**config.mk**
```make
export PLATFORM = sky130hd
export DESIGN_NAME = multicycle_control
export DESIGN_NICKNAME = d
export VERILOG_FILES = /design/src/rtl/riscv_ctrl_pkg.sv /design/src/rtl/multicycle_control_alu_decoder.sv /design/src/rtl/multicycle_control.sv
export SDC_FILE = /design/constraint.sdc
export NUM_CORES = 1
export LEC_CHECK = 0
export ABC_AREA = 1
export BUFFER_PORTS_ARGS = -buffer_cell sky130_fd_sc_hd__clkbuf_2
export CAP_MARGIN = 20
export CORE_AREA = 2 2 39 41
export DETAILED_ROUTE_END_ITERATION = 8
export DIE_AREA = 0 0 41 43
export HOLD_SLACK_MARGIN = 0.03
export PLACE_DENSITY = 0.74
export RECOVER_POWER = 100
export SLEW_MARGIN = 20
export SYNTH_ARGS = -nofsm -noshare
export SYNTH_HDL_FRONTEND = slang
export SYNTH_SLANG_ARGS = --single-unit
```
**constraint.sdc**
```tcl
create_clock -name clk -period 2.4 [get_ports clk]
set_clock_uncertainty 0.2 [all_clocks]
set_input_delay 0 -clock clk [delete_from_list [all_inputs] [get_ports clk]]
set_output_delay 0 -clock clk [all_outputs]
set_load 0.05 [all_outputs]
```
**src/rtl/riscv_ctrl_pkg.sv**
```systemverilog
// Shared encodings for the multicycle RV32I control path: states, opcodes,
// datapath select codes and ALU operation codes.
package riscv_ctrl_pkg;

    typedef enum logic [3:0] {
        S_FETCH    = 4'd0,
        S_DECODE   = 4'd1,
        S_MEMADR   = 4'd2,
        S_MEMREAD  = 4'd3,
        S_MEMWB    = 4'd4,
        S_MEMWRITE = 4'd5,
        S_EXECUTER = 4'd6,
        S_EXECUTEI = 4'd7,
        S_ALUWB    = 4'd8,
        S_BEQ      = 4'd9,
        S_JAL      = 4'd10
    } state_t;

    localparam logic [6:0] OP_LW    = 7'b0000011;
    localparam logic [6:0] OP_SW    = 7'b0100011;
    localparam logic [6:0] OP_RTYPE = 7'b0110011;
    localparam logic [6:0] OP_ITYPE = 7'b0010011;
    localparam logic [6:0] OP_BEQ   = 7'b1100011;
    localparam logic [6:0] OP_JAL   = 7'b1101111;

    localparam logic [1:0] SRCA_PC    = 2'b00;
    localparam logic [1:0] SRCA_OLDPC = 2'b01;
    localparam logic [1:0] SRCA_REG   = 2'b10;

    localparam logic [1:0] SRCB_REG  = 2'b00;
    localparam logic [1:0] SRCB_IMM  = 2'b01;
    localparam logic [1:0] SRCB_FOUR = 2'b10;

    localparam logic [1:0] RES_ALUOUT    = 2'b00;
    localparam logic [1:0] RES_DATA      = 2'b01;
    localparam logic [1:0] RES_ALURESULT = 2'b10;

    localparam logic [1:0] IMM_I = 2'b00;
    localparam logic [1:0] IMM_S = 2'b01;
    localparam logic [1:0] IMM_B = 2'b10;
    localparam logic [1:0] IMM_J = 2'b11;

    localparam logic [1:0] ALUOP_ADD   = 2'b00;
    localparam logic [1:0] ALUOP_SUB   = 2'b01;
    localparam logic [1:0] ALUOP_FUNCT = 2'b10;

    localparam logic [2:0] ALU_ADD = 3'b000;
    localparam logic [2:0] ALU_SUB = 3'b001;
    localparam logic [2:0] ALU_AND = 3'b010;
    localparam logic [2:0] ALU_OR  = 3'b011;
    localparam logic [2:0] ALU_SLT = 3'b101;

    function automatic logic [1:0] imm_src_for(input logic [6:0] op);
        case (op)
            OP_SW:   return IMM_S;
            OP_BEQ:  return IMM_B;
            OP_JAL:  return IMM_J;
            default: return IMM_I;
        endcase
    endfunction

endpackage

```
**src/rtl/multicycle_control_alu_decoder.sv**
```systemverilog
// Combinational ALU decoder: maps the FSM's alu_op class plus the
// instruction's funct fields onto a concrete ALU operation.
module alu_decoder
    import riscv_ctrl_pkg::*;
(
    input  logic [1:0] alu_op,
    input  logic [2:0] funct3,
    input  logic       op5,
    input  logic       funct7b5,
    output logic [2:0] alu_control
);

    always_comb begin
        alu_control = ALU_ADD;
        case (alu_op)
            ALUOP_ADD: alu_control = ALU_ADD;
            ALUOP_SUB: alu_control = ALU_SUB;
            ALUOP_FUNCT: begin
                case (funct3)
                    // op[5] separates R-type sub from I-type addi, which has no sub form
                    3'b000:  alu_control = (op5 & funct7b5) ? ALU_SUB : ALU_ADD;
                    3'b010:  alu_control = ALU_SLT;
                    3'b110:  alu_control = ALU_OR;
                    3'b111:  alu_control = ALU_AND;
                    default: alu_control = ALU_ADD;
                endcase
            end
            default: alu_control = ALU_ADD;
        endcase
    end

endmodule

```
**src/rtl/multicycle_control.sv**
```systemverilog
// Main control FSM of the multicycle RV32I core: Moore-decoded datapath
// selects and write strobes per state, with the branch-qualified PC write.
module multicycle_control
    import riscv_ctrl_pkg::*;
(
    input  logic       clk,
    input  logic       reset,
    input  logic [6:0] op,
    input  logic [2:0] funct3,
    input  logic       funct7b5,
    input  logic       zero,
    output logic [1:0] alu_src_a,
    output logic [1:0] alu_src_b,
    output logic [1:0] result_src,
    output logic       adr_src,
    output logic [1:0] imm_src,
    output logic [2:0] alu_control,
    output logic       ir_write,
    output logic       pc_write,
    output logic       reg_write,
    output logic       mem_write,
    output logic [3:0] state
);

    state_t     state_q;
    state_t     state_d;
    logic [1:0] alu_op;
    logic       ir_write_s;
    logic       reg_write_s;
    logic       mem_write_s;
    logic       pc_update;
    logic       branch;

    always_ff @(posedge clk or negedge reset) begin
        if (!reset) state_q <= S_FETCH;
        else        state_q <= state_d;
    end

    always_comb begin
        state_d = S_FETCH;
        case (state_q)
            S_FETCH: state_d = S_DECODE;
            S_DECODE: begin
                case (op)
                    OP_LW, OP_SW: state_d = S_MEMADR;
                    OP_RTYPE:     state_d = S_EXECUTER;
                    OP_ITYPE:     state_d = S_EXECUTEI;
                    OP_BEQ:       state_d = S_BEQ;
                    OP_JAL:       state_d = S_JAL;
                    default:      state_d = S_FETCH;
                endcase
            end
            S_MEMADR:   state_d = (op == OP_SW) ? S_MEMWRITE : S_MEMREAD;
            S_MEMREAD:  state_d = S_MEMWB;
            S_MEMWB:    state_d = S_FETCH;
            S_MEMWRITE: state_d = S_FETCH;
            S_EXECUTER: state_d = S_ALUWB;
            S_EXECUTEI: state_d = S_ALUWB;
            S_JAL:      state_d = S_ALUWB;
            S_ALUWB:    state_d = S_FETCH;
            S_BEQ:      state_d = S_FETCH;
            default:    state_d = S_FETCH;
        endcase
    end

    always_comb begin
        alu_src_a   = SRCA_PC;
        alu_src_b   = SRCB_REG;
        result_src  = RES_ALUOUT;
        adr_src     = 1'b0;
        alu_op      = ALUOP_ADD;
        ir_write_s  = 1'b0;
        reg_write_s = 1'b0;
        mem_write_s = 1'b0;
        pc_update   = 1'b0;
        branch      = 1'b0;
        case (state_q)
            S_FETCH: begin
                ir_write_s = 1'b1;
                alu_src_a  = SRCA_PC;
                alu_src_b  = SRCB_FOUR;
                result_src = RES_ALURESULT;
                pc_update  = 1'b1;
            end
            S_DECODE: begin
                alu_src_a = SRCA_OLDPC;
                alu_src_b = SRCB_IMM;
            end
            S_MEMADR: begin
                alu_src_a = SRCA_REG;
                alu_src_b = SRCB_IMM;
            end
            S_MEMREAD: begin
                result_src = RES_ALUOUT;
                adr_src    = 1'b1;
            end
            S_MEMWB: begin
                result_src  = RES_DATA;
                reg_write_s = 1'b1;
            end
            S_MEMWRITE: begin
                result_src  = RES_ALUOUT;
                adr_src     = 1'b1;
                mem_write_s = 1'b1;
            end
            S_EXECUTER: begin
                alu_src_a = SRCA_REG;
                alu_src_b = SRCB_REG;
                alu_op    = ALUOP_FUNCT;
            end
            S_EXECUTEI: begin
                alu_src_a = SRCA_REG;
                alu_src_b = SRCB_IMM;
                alu_op    = ALUOP_FUNCT;
            end
            S_ALUWB: begin
                result_src  = RES_ALUOUT;
                reg_write_s = 1'b1;
            end
            S_BEQ: begin
                alu_src_a  = SRCA_REG;
                alu_src_b  = SRCB_REG;
                alu_op     = ALUOP_SUB;
                result_src = RES_ALUOUT;
                branch     = 1'b1;
            end
            S_JAL: begin
                alu_src_a  = SRCA_OLDPC;
                alu_src_b  = SRCB_FOUR;
                result_src = RES_ALUOUT;
                pc_update  = 1'b1;
            end
            default: ;
        endcase
    end

    // Strobes are gated by reset so the FETCH strobes stay low while held in reset
    assign ir_write  = reset & ir_write_s;
    assign reg_write = reset & reg_write_s;
    assign mem_write = reset & mem_write_s;
    assign pc_write  = reset & (pc_update | (branch & zero));

    assign imm_src = imm_src_for(op);
    assign state   = state_q;

    alu_decoder u_alu_decoder (
        .alu_op      (alu_op),
        .funct3      (funct3),
        .op5         (op[5]),
        .funct7b5    (funct7b5),
        .alu_control (alu_control)
    );

endmodule

```
Word-level counts from Yosys, hierarchy flattened:

Cells that the tools add are included.

* register bits: 4
* bits of input ports: 14
* output and inout bits: 20
* word-level logic and storage cells: 57

* eq/ne operators: 21
* multiplexer cells: 17
* bitwise logic cells: 7
* reductions and logical operators: 11

Operator list (number)
* 4-bit case mux with 5 select lines: 2
* 4-bit by 3-bit == test with 1-bit output, second input constant: 4
* 2-bit case mux with 2 select lines: 4
* 7-bit by 6-bit == test with 1-bit output, second input constant: 2
* 7-bit == test, second input constant: 2
* 4-bit == test, second input constant: 3
* 3-bit case mux with 4 select lines: 1
* 2-bit OR reduction: 6
* 4-bit by 2-bit == test with 1-bit output, second input constant: 2
* 7-bit by 2-bit == test with 1-bit output, second input constant: 1
* 7-bit by 5-bit == test with 1-bit output, second input constant: 1
* 1-bit 2-to-1 mux: 7
* 1-bit AND: 6
* 3-bit == test, second input constant: 2
* 2-bit case mux with 3 select lines: 1
* 3-bit case mux with 2 select lines: 1
* 3-bit OR reduction: 2
* 4-bit by 1-bit == test with 1-bit output, second input constant: 1
* 4-bit logical NOT: 1
* 4-bit OR reduction: 1
* 3-bit by 2-bit == test with 1-bit output, second input constant: 1
* 3-bit logical NOT: 1
* 3-bit 2-to-1 mux: 1
* 2-bit by 1-bit == test with 1-bit output, second input constant: 1
* 2 further kinds: 2

Longest topological paths before layout:

Gate-level depths: netlist of the first run.

* word-level depth: 5
* gate-level depth with buffers: 8
* depth with buffers taken out: 8

Modules after synthesis:

From an unflattened synthesis of the first run, not the netlist that was laid out.

* cells, all modules: 99
* area total of the unflattened synthesis: 545.5 um^2

By module, submodules not included
* multicycle_control: instances 1, cells each 82, area each 454.2 um^2, seq. area each 100.1 um^2
* alu_decoder: instances 1, cells each 17, area each 91.3 um^2, seq. area each 0.0 um^2

Worst setup path after synthesis of the first run:

No wires, ideal clock.

* path kind: register to output
* start point: reg state_q[3], in the netlist state[3]
* end point: out alu_control[2]
* data arrival time: 2814 ps
* data required time: 2200 ps
* slack: -614 ps
* cell stages (with the launch flop): 6
* path buffers: 0
* path through: dfrtp_1 -> inv_1 -> nor2_4 -> nand2_2 -> ha_1 -> nor4_1

* cells in the longest elaborated chain, start to end: 5
* elaborated cells between the ends (all ways): 8
* classes of those cells: 5 x eq/ne; 2 x mux; 1 x reduce/logical

RTL lines
* start, declared: line multicycle_control.sv:25 `state_t state_q;`
* start signal, assigned: line multicycle_control.sv:36 `else state_q <= state_d;`
* 4-bit by 3-bit == test with 1-bit output: line multicycle_control.sv:77 `case (state_q)`
* 2-bit OR reduction (no source line)
* 2-bit case mux with 2 select lines (*): line multicycle_control.sv:77
* 2-bit == test or 2-bit by 1-bit == test with 1-bit output (tied branches): line multicycle_control_alu_decoder.sv:15 `case (alu_op)`
* 3-bit case mux with 2 select lines (*): line multicycle_control_alu_decoder.sv:15
* end, declared: line multicycle_control.sv:17 `output logic [2:0] alu_control,`

Every way passes the cells marked *; elsewhere a longest branch is shown, timed or not.

Worst setup path after layout of the first run:

* start point: in op[4]
* end point: reg state_q[2], in the netlist state[2]

* cells in the longest elaborated chain, start to end: 4
* elaborated cells between the ends (all ways): 10
* classes of those cells: 6 x eq/ne; 3 x mux; 1 x reduce/logical

RTL lines
* start, declared: line multicycle_control.sv:8 `input logic [6:0] op,`
* 7-bit by 6-bit == test with 1-bit output or 7-bit by 2-bit == test with 1-bit output (tied branches): line multicycle_control.sv:44, multicycle_control.sv:53
* 2-bit OR reduction: line multicycle_control.sv:44 `case (op)`
* 4-bit case mux with 5 select lines: line multicycle_control.sv:44
* 4-bit case mux with 5 select lines (*): line multicycle_control.sv:41 `case (state_q)`
* via state_d[2]: line multicycle_control.sv:26 `state_t state_d;`

The timed path passes the listed nets; every way through them passes the cells marked *.

==> flow_metrics.py, run 1 <==
metrics = {
    "run_status": {
        "status": "finished clean",
    },
    "sta": {
        "relSlewSlack": 0.6022,
        "finalSetupViolCount": 0,
        "finalCritPeriodShare": 0.9253,
        "finalMaxSlewViolations": 0,
        "fin_ws_ps": 179.4,
        "tightest_slew_ps": 599.2,
        "min_period_ps": 2221,
        "grt_setup_unrepaired": "no",
        "finalSetupTns_ps": 0,
        "whs_ps": 52.77,
        "hold_viol_final": 0,
        "clock.fmax_mhz": 450.3,
    },
    "floorplanning": {
        "dieArea_mm2": 0.001763,
        "initial_utilization": 0.3671,
        "num_rows": 14,
        "dieHeight_um": 43,
        "design.core.area_mm2": 0.001384,
        "ios": 34,
        "die_x_um": 41,
    },
    "layout": {
        "layout-drive-gt1-share": 0.1806,
        "diodes": 0,
        "layout_common_cells": "nand2_1 (27), clkbuf_1 (21), nor2_1 (18)",
        "area.growth.synth_to_final_pct": 64.29,
        "fin_nets": 162,
        "mostFrequentLayoutCell": "nand2_1",
        "final_util": 0.6031,
        "nFillCells": 158,
        "largest_register_ffs": 4,
        "stdcell_area_um2": 834.6,
    },
    "clocking": {
        "ctsResizeCount": 0,
        "cts_buffer_depth": 2,
        "htreeDepth": 1,
        "post_cts_buffers": 0,
        "clock_latency_ps": 220,
        "cts_tree": "done",
        "cts_buffers": 3,
        "ctsRootBufferMaster": "clkbuf_4",
        "path_clk_slew_ps": 40,
        "cts_hold_buf": 13,
        "cts.sinks": 4,
    },
    "worst_setup_path": {
        "worst_setup_path_start_kind": "input port",
        "crit_fanout": 3,
        "end_kind": "flip-flop",
        "crit_arrival_ps": 2170,
        "crit_top_cell": "dlygate4sd3_1",
        "path_class": "in -> reg",
        "cp.required_ps": 2350,
        "cp_cell_sequence": "dlygate4sd3_1 > clkbuf_1 > inv_1 > nand2_1 > nor2_1 > dlygate4sd3_1 > nand3_1 > nand3_1 > dlygate4sd3_1",
        "critPathTopFamily": "buffers and inverters",
        "path_buf_inv": 5,
        "crit_slowest_cell": "dlygate4sd3_1",
        "critPathMaxStageDelay_ps": 570,
    },
    "placement": {
        "place_area_um2": 708.2,
        "portBuffers": 33,
        "pre_cts_ws_ps": 490.5,
        "routabilityCongestion": 0.7803,
        "hpwl_um": 1087,
    },
    "synth": {
        "synth_top_cell_area_share": 0.1995,
        "yosysTopAreaCell": "nand2_1",
        "synthTopCellsByArea": "nand2_1 (20%), dfrtp_1 (20%), nor2_1 (13%)",
        "ys_types": 15,
        "synthesis.area_um2": 508.0,
        "syn_avg_cell_area_um2": 5.347,
        "ys_seq_area_frac": 0.1970,
        "synthCells": 95,
        "ys_seq_elements": 4,
        "synth_nets": 111,
        "yosysWarnings": 0,
    },
    "power_and_ir_drop": {
        "power.density_mw_per_mm2": 773.2,
        "vdd_ir_drop_max_mv": 0.2960,
        "power_leakage_nw": 0.4757,
    },
    "drt": {
        "ant_nets": 0,
        "drtIter0Drc": 11,
        "first_pass_iters": 4,
        "drc": 0,
        "wire_per_inst_um": 8.900,
        "via_per_inst": 4.519,
        "wl_um": 1424,
        "num_vias": 723,
    },
    "job": {
        "maxCapViolCount": 0,
    },
    "global_route": {
        "gr-usage-all-layers": 0.1736,
        "grt_overflow": 0,
        "grt_max_degree": 9,
        "antenna_found_initial": 0,
        "grt_pass1_vias": 660,
        "grt_pass1_wl_um": 2208,
    },
    "hold_path": {
        "hold_path_class": "in -> reg",
    },
}
## cell usage after synthesis
cell	count
o21ai_0	2
nand4_1	1
nand2_1	27
inv_1	15
nor4_1	1
ha_1	2
nand2_2	2
dfrtp_1	4
nor2_4	1
nand3_1	11
nor2_2	4
inv_2	3
a21oi_1	3
nor3_1	1
nor2_1	18
## power breakdown
group	internal, W	switching [W]
logic	0.0000929	0.000367
registers	0.0000795	0.0000274
clock network	0.0000556	0.0000228
total	0.000228	0.000417
## stage by stage
| stage | cells | power (W) |
|---|---|---|
| global route | 160 | 0.0006838 |
| finish | 160 | 0.0006453 |
| floorplan | 95 | 0.0004662 |
| CTS | 160 | 0.0006665 |
| detailed placement | 144 | 0.0005693 |
| global placement | 144 | 0.0005661 |
## layer usage
layer	global-route usage	routed length (um)	vias to the layer above
li1	-	-	393
met1	0.1732	623	303
met2	0.3375	702	25
met3	0.005236	86	2
met4	0.06667	11	0
met5	0	0	-
## tightest hold or removal path, delay by kind of cell
kind	cells	cell delay (ps)
and+or+nand+nor	5	290
buffers and inverters	2	130
## area by class of cell
type,instances,area (um2),share of cell area
clock buffer,3,22.52,0.02699
tap,16,20.02,0.02399
sequential,4,100.1,0.1199
inverter,18,67.56,0.08096
multi-input combinational,73,355.3,0.4258
timing repair buffer,46,269.0,0.3223
## cell families after synthesis
kind of cell	Yosys count	synth area share
buffers and inverters	18	0.1330
DFF	4	0.1971
AOI/OAI and AO/OA	5	0.04925
adders and majority gates	2	0.04925
and+or+nand+nor	66	0.5714
## path summary, 6_finish.rpt
kind | cells after the start | end | startpoint | slack [ps]
min in group asynchronous | 3 | state[3]$_DFF_PN0_ | reset | 490
hold / removal | 7 | state[1]$_DFF_PN0_ | op[1] | 50
setup / recovery | 9 | state[2]$_DFF_PN0_ | op[4] | 180
setup reg to reg | 6 | state[2]$_DFF_PN0_ | state[2]$_DFF_PN0_ | 500
max in group asynchronous | 3 | state[0]$_DFF_PN0_ | reset | 1350
hold reg to reg | 3 | state[0]$_DFF_PN0_ | state[3]$_DFF_PN0_ | 430
Note: power is estimated with default switching activity, not from simulation.
==> run 2, diff against run 1 <==
--- a/config.mk
+++ b/config.mk
@@ -8,11 +8,11 @@
 export ABC_AREA = 1
 export BUFFER_PORTS_ARGS = -buffer_cell sky130_fd_sc_hd__clkbuf_2
 export CAP_MARGIN = 20
-export CORE_AREA = 2 2 39 41
+export CORE_MARGIN = 2
+export CORE_UTILIZATION = 36
 export DETAILED_ROUTE_END_ITERATION = 8
-export DIE_AREA = 0 0 41 43
 export HOLD_SLACK_MARGIN = 0.03
-export PLACE_DENSITY = 0.74
+export PLACE_DENSITY = 0.73
 export RECOVER_POWER = 100
 export SLEW_MARGIN = 20
 export SYNTH_ARGS = -nofsm -noshare
==> constraint.sdc (replaced) <==
create_clock -name clk -period 1.85 [get_ports clk]
set_clock_uncertainty 0.2 [all_clocks]
set_input_delay 0 -clock clk [delete_from_list [all_inputs] [get_ports clk]]
set_output_delay 0 -clock clk [all_outputs]
set_load 0.05 [all_outputs]
==> flow_metrics.py, run 2 (same netlist as run 1, synthesis figures left out) <==
metrics = {
    "clocking": {
        "cts_buffers": 3,
        "htreeDepth": 1,
        "cts_tree": "done",
        "cts.sinks": 4,
        "clock_latency_ps": 240,
        "cts_buffer_depth": 2,
        "path_clk_slew_ps": 40,
        "ctsRootBufferMaster": "clkbuf_4",
    },
    "sta": {
        "relSlewSlack": 0.6016,
        "min_period_ps": 1911,
        "finalCritPeriodShare": 1.033,
        "clock.fmax_mhz": 523.3,
        "tightest_slew_ps": 600.2,
        "finalSetupViolCount": 2,
        "fin_ws_ps": -60.98,
        "whs_ps": 43.60,
        "finalMaxSlewViolations": 0,
        "hold_viol_final": 0,
        "grt_setup_unrepaired": "yes",
    },
    "floorplanning": {
        "die_x_um": 41.57,
        "dieHeight_um": 41.57,
        "initial_utilization": 0.3856,
        "ios": 34,
        "design.core.area_mm2": 0.001318,
        "num_rows": 13,
        "dieArea_mm2": 0.001728,
    },
    "layout": {
        "mostFrequentLayoutCell": "nand2_1",
        "seqCellArea_um2": 105.1,
        "diodes": 0,
        "fin_nets": 172,
        "multiInputGateArea_um2": 416.7,
        "layout_common_cells": "nand2_1 (25), clkbuf_2 (23), inv_1 (14), nor2_1 (14), buf_4 (12)",
        "layout-drive-gt1-share": 0.4481,
        "area.growth.synth_to_final_pct": 101.5,
        "stdcell_area_mm2": 0.001023,
        "largest_register_ffs": 4,
        "nFillCells": 104,
    },
    "power_and_ir_drop": {
        "p_total_w": 0.0009282,
        "switching_share": 0.6240,
        "power_leakage_nw": 0.6044,
        "switchingPower_w": 0.0005792,
        "power.density_mw_per_mm2": 906.9,
        "internal-power_w": 0.0003490,
        "power_frac_seq": 0.135,
        "pwr-share-clk": 0.122,
        "vdd_ir_drop_max_mv": 0.6516,
        "pwr-share-comb": 0.743,
    },
    "global_route": {
        "antenna_found_initial": 0,
        "busiest_layer": "met2",
        "grt_pass1_vias": 737,
        "use_met1": 0.2169,
        "grt_max_degree": 8,
        "gr-usage-all-layers": 0.2237,
        "met3_usage": 0.07391,
        "gr-usage-met2": 0.4188,
        "grt_pass1_wl_um": 2960,
        "grt_overflow": 0,
    },
    "placement": {
        "portBuffers": 33,
        "place_area_um2": 753.2,
        "routabilityCongestion": 0.8078,
        "hpwl_um": 1261,
    },
    "worst_setup_path": {
        "crit_slowest_cell": "dfrtp_2",
        "worst_setup_path_start_kind": "flip-flop",
        "crit_arrival_ps": 1710,
        "cp.required_ps": 1650,
        "crit_fanout": 3,
        "path_class": "reg -> out",
        "end_kind": "output pin",
        "reg2reg_depth": 6,
        "critPathMaxStageDelay_ps": 430,
        "cp_cell_sequence": "inv_4 > nand2_4 > nor2_4 > ha_4 > buf_6 > nand4_1 > a21oi_2 > buf_8",
    },
    "drt": {
        "ant_nets": 0,
        "wire_per_inst_um": 11.20,
        "drtIter0Drc": 18,
        "via_per_inst": 4.793,
        "wl_um": 1892,
        "drc": 0,
        "first_pass_iters": 4,
        "num_vias": 810,
    },
    "run_status": {
        "violations": "setup timing",
        "status": "finished, violations left",
    },
    "hold_path": {
        "hold_path_class": "in -> reg",
        "holdPathStages": 7,
    },
    "job": {
        "maxCapViolCount": 0,
    },
}
## run 2: changes by cell type in the layout (fill, tap and decap cells not counted), sizes merged
| cell | delta |
|---|---|
| dlygate4sd3 | -2 |
| clkbuf | -3 |
| buf | +15 |
## run 2: worst paths after layout
kind | from | end | slack (ps)
worst min-delay path | op[0] | state[1]$_DFF_PN0_ | 40
worst min register to register | state[0]$_DFF_PN0_ | state[0]$_DFF_PN0_ | 370
min in group asynchronous | reset | state[3]$_DFF_PN0_ | 520
worst max register to register | state[3]$_DFF_PN0_ | state[2]$_DFF_PN0_ | 420
max in group asynchronous | reset | state[2]$_DFF_PN0_ | 740
worst max-delay path | state[3]$_DFF_PN0_ | alu_control[0] | -60
## run 2: cell type report
| class | count | share of cell area |
|---|---|---|
| multi-input cells | 73 | 0.4071 |
| repair buffers | 56 | 0.3814 |
| clock buffers | 3 | 0.02200 |
| flip-flops and latches | 4 | 0.1027 |
| well taps | 15 | 0.01834 |
| inverters | 18 | 0.06846 |
## run 2: timing repair
item,4_1_cts,5_1_grt
buffers inserted,5,6
pin swaps,5,6
endpoints found under the setup margin,3,4
endpoints found under the hold margin,8,0
hold buffers,11,0
gates resized for setup,11,11
## run 2: routing by layer
layer  part of all wire  wire length, um  up-vias
li1                   -                -      412
met1               0.38              712      357
met5                  0                0        -
met2               0.54             1030       35
met4              0.024               45        0
met3              0.055              104        6
## run 2: through the flow
stage          utilization  setup slack (ps)  setup TNS (ps)  instances
6_report            0.7768            -60.98          -121.9        169
5_1_grt             0.7768            -124.8          -235.0        169
4_1_cts             0.7331            -33.68          -33.68        163
3_5_place_dp        0.5717             12.36               0        144
3_3_place_gp        0.5717             84.80               0        144
2_1_floorplan            -            -134.0          -248.8         95
## run 2: critical path: cells and delay by family, from the launching register on
kind                       cells  cell delay (ps)
DFF                            1              430
and+or+nand+nor                3              300
adders and majority gates      1              170
buffers and inverters          3              350
AOI/OAI and AO/OA              1              220
## run 2: power by group through the flow
stage | logic, W | registers (W) | clock network, W
after floorplan | 0.000424 | 0.000194 | 0
after global placement | 0.000641 | 0.000123 | 0
after detailed placement | 0.000644 | 0.000124 | 0
after CTS | 0.000677 | 0.000125 | 0.000113
after global routing | 0.000735 | 0.000128 | 0.000126
final | 0.000690 | 0.000126 | 0.000113
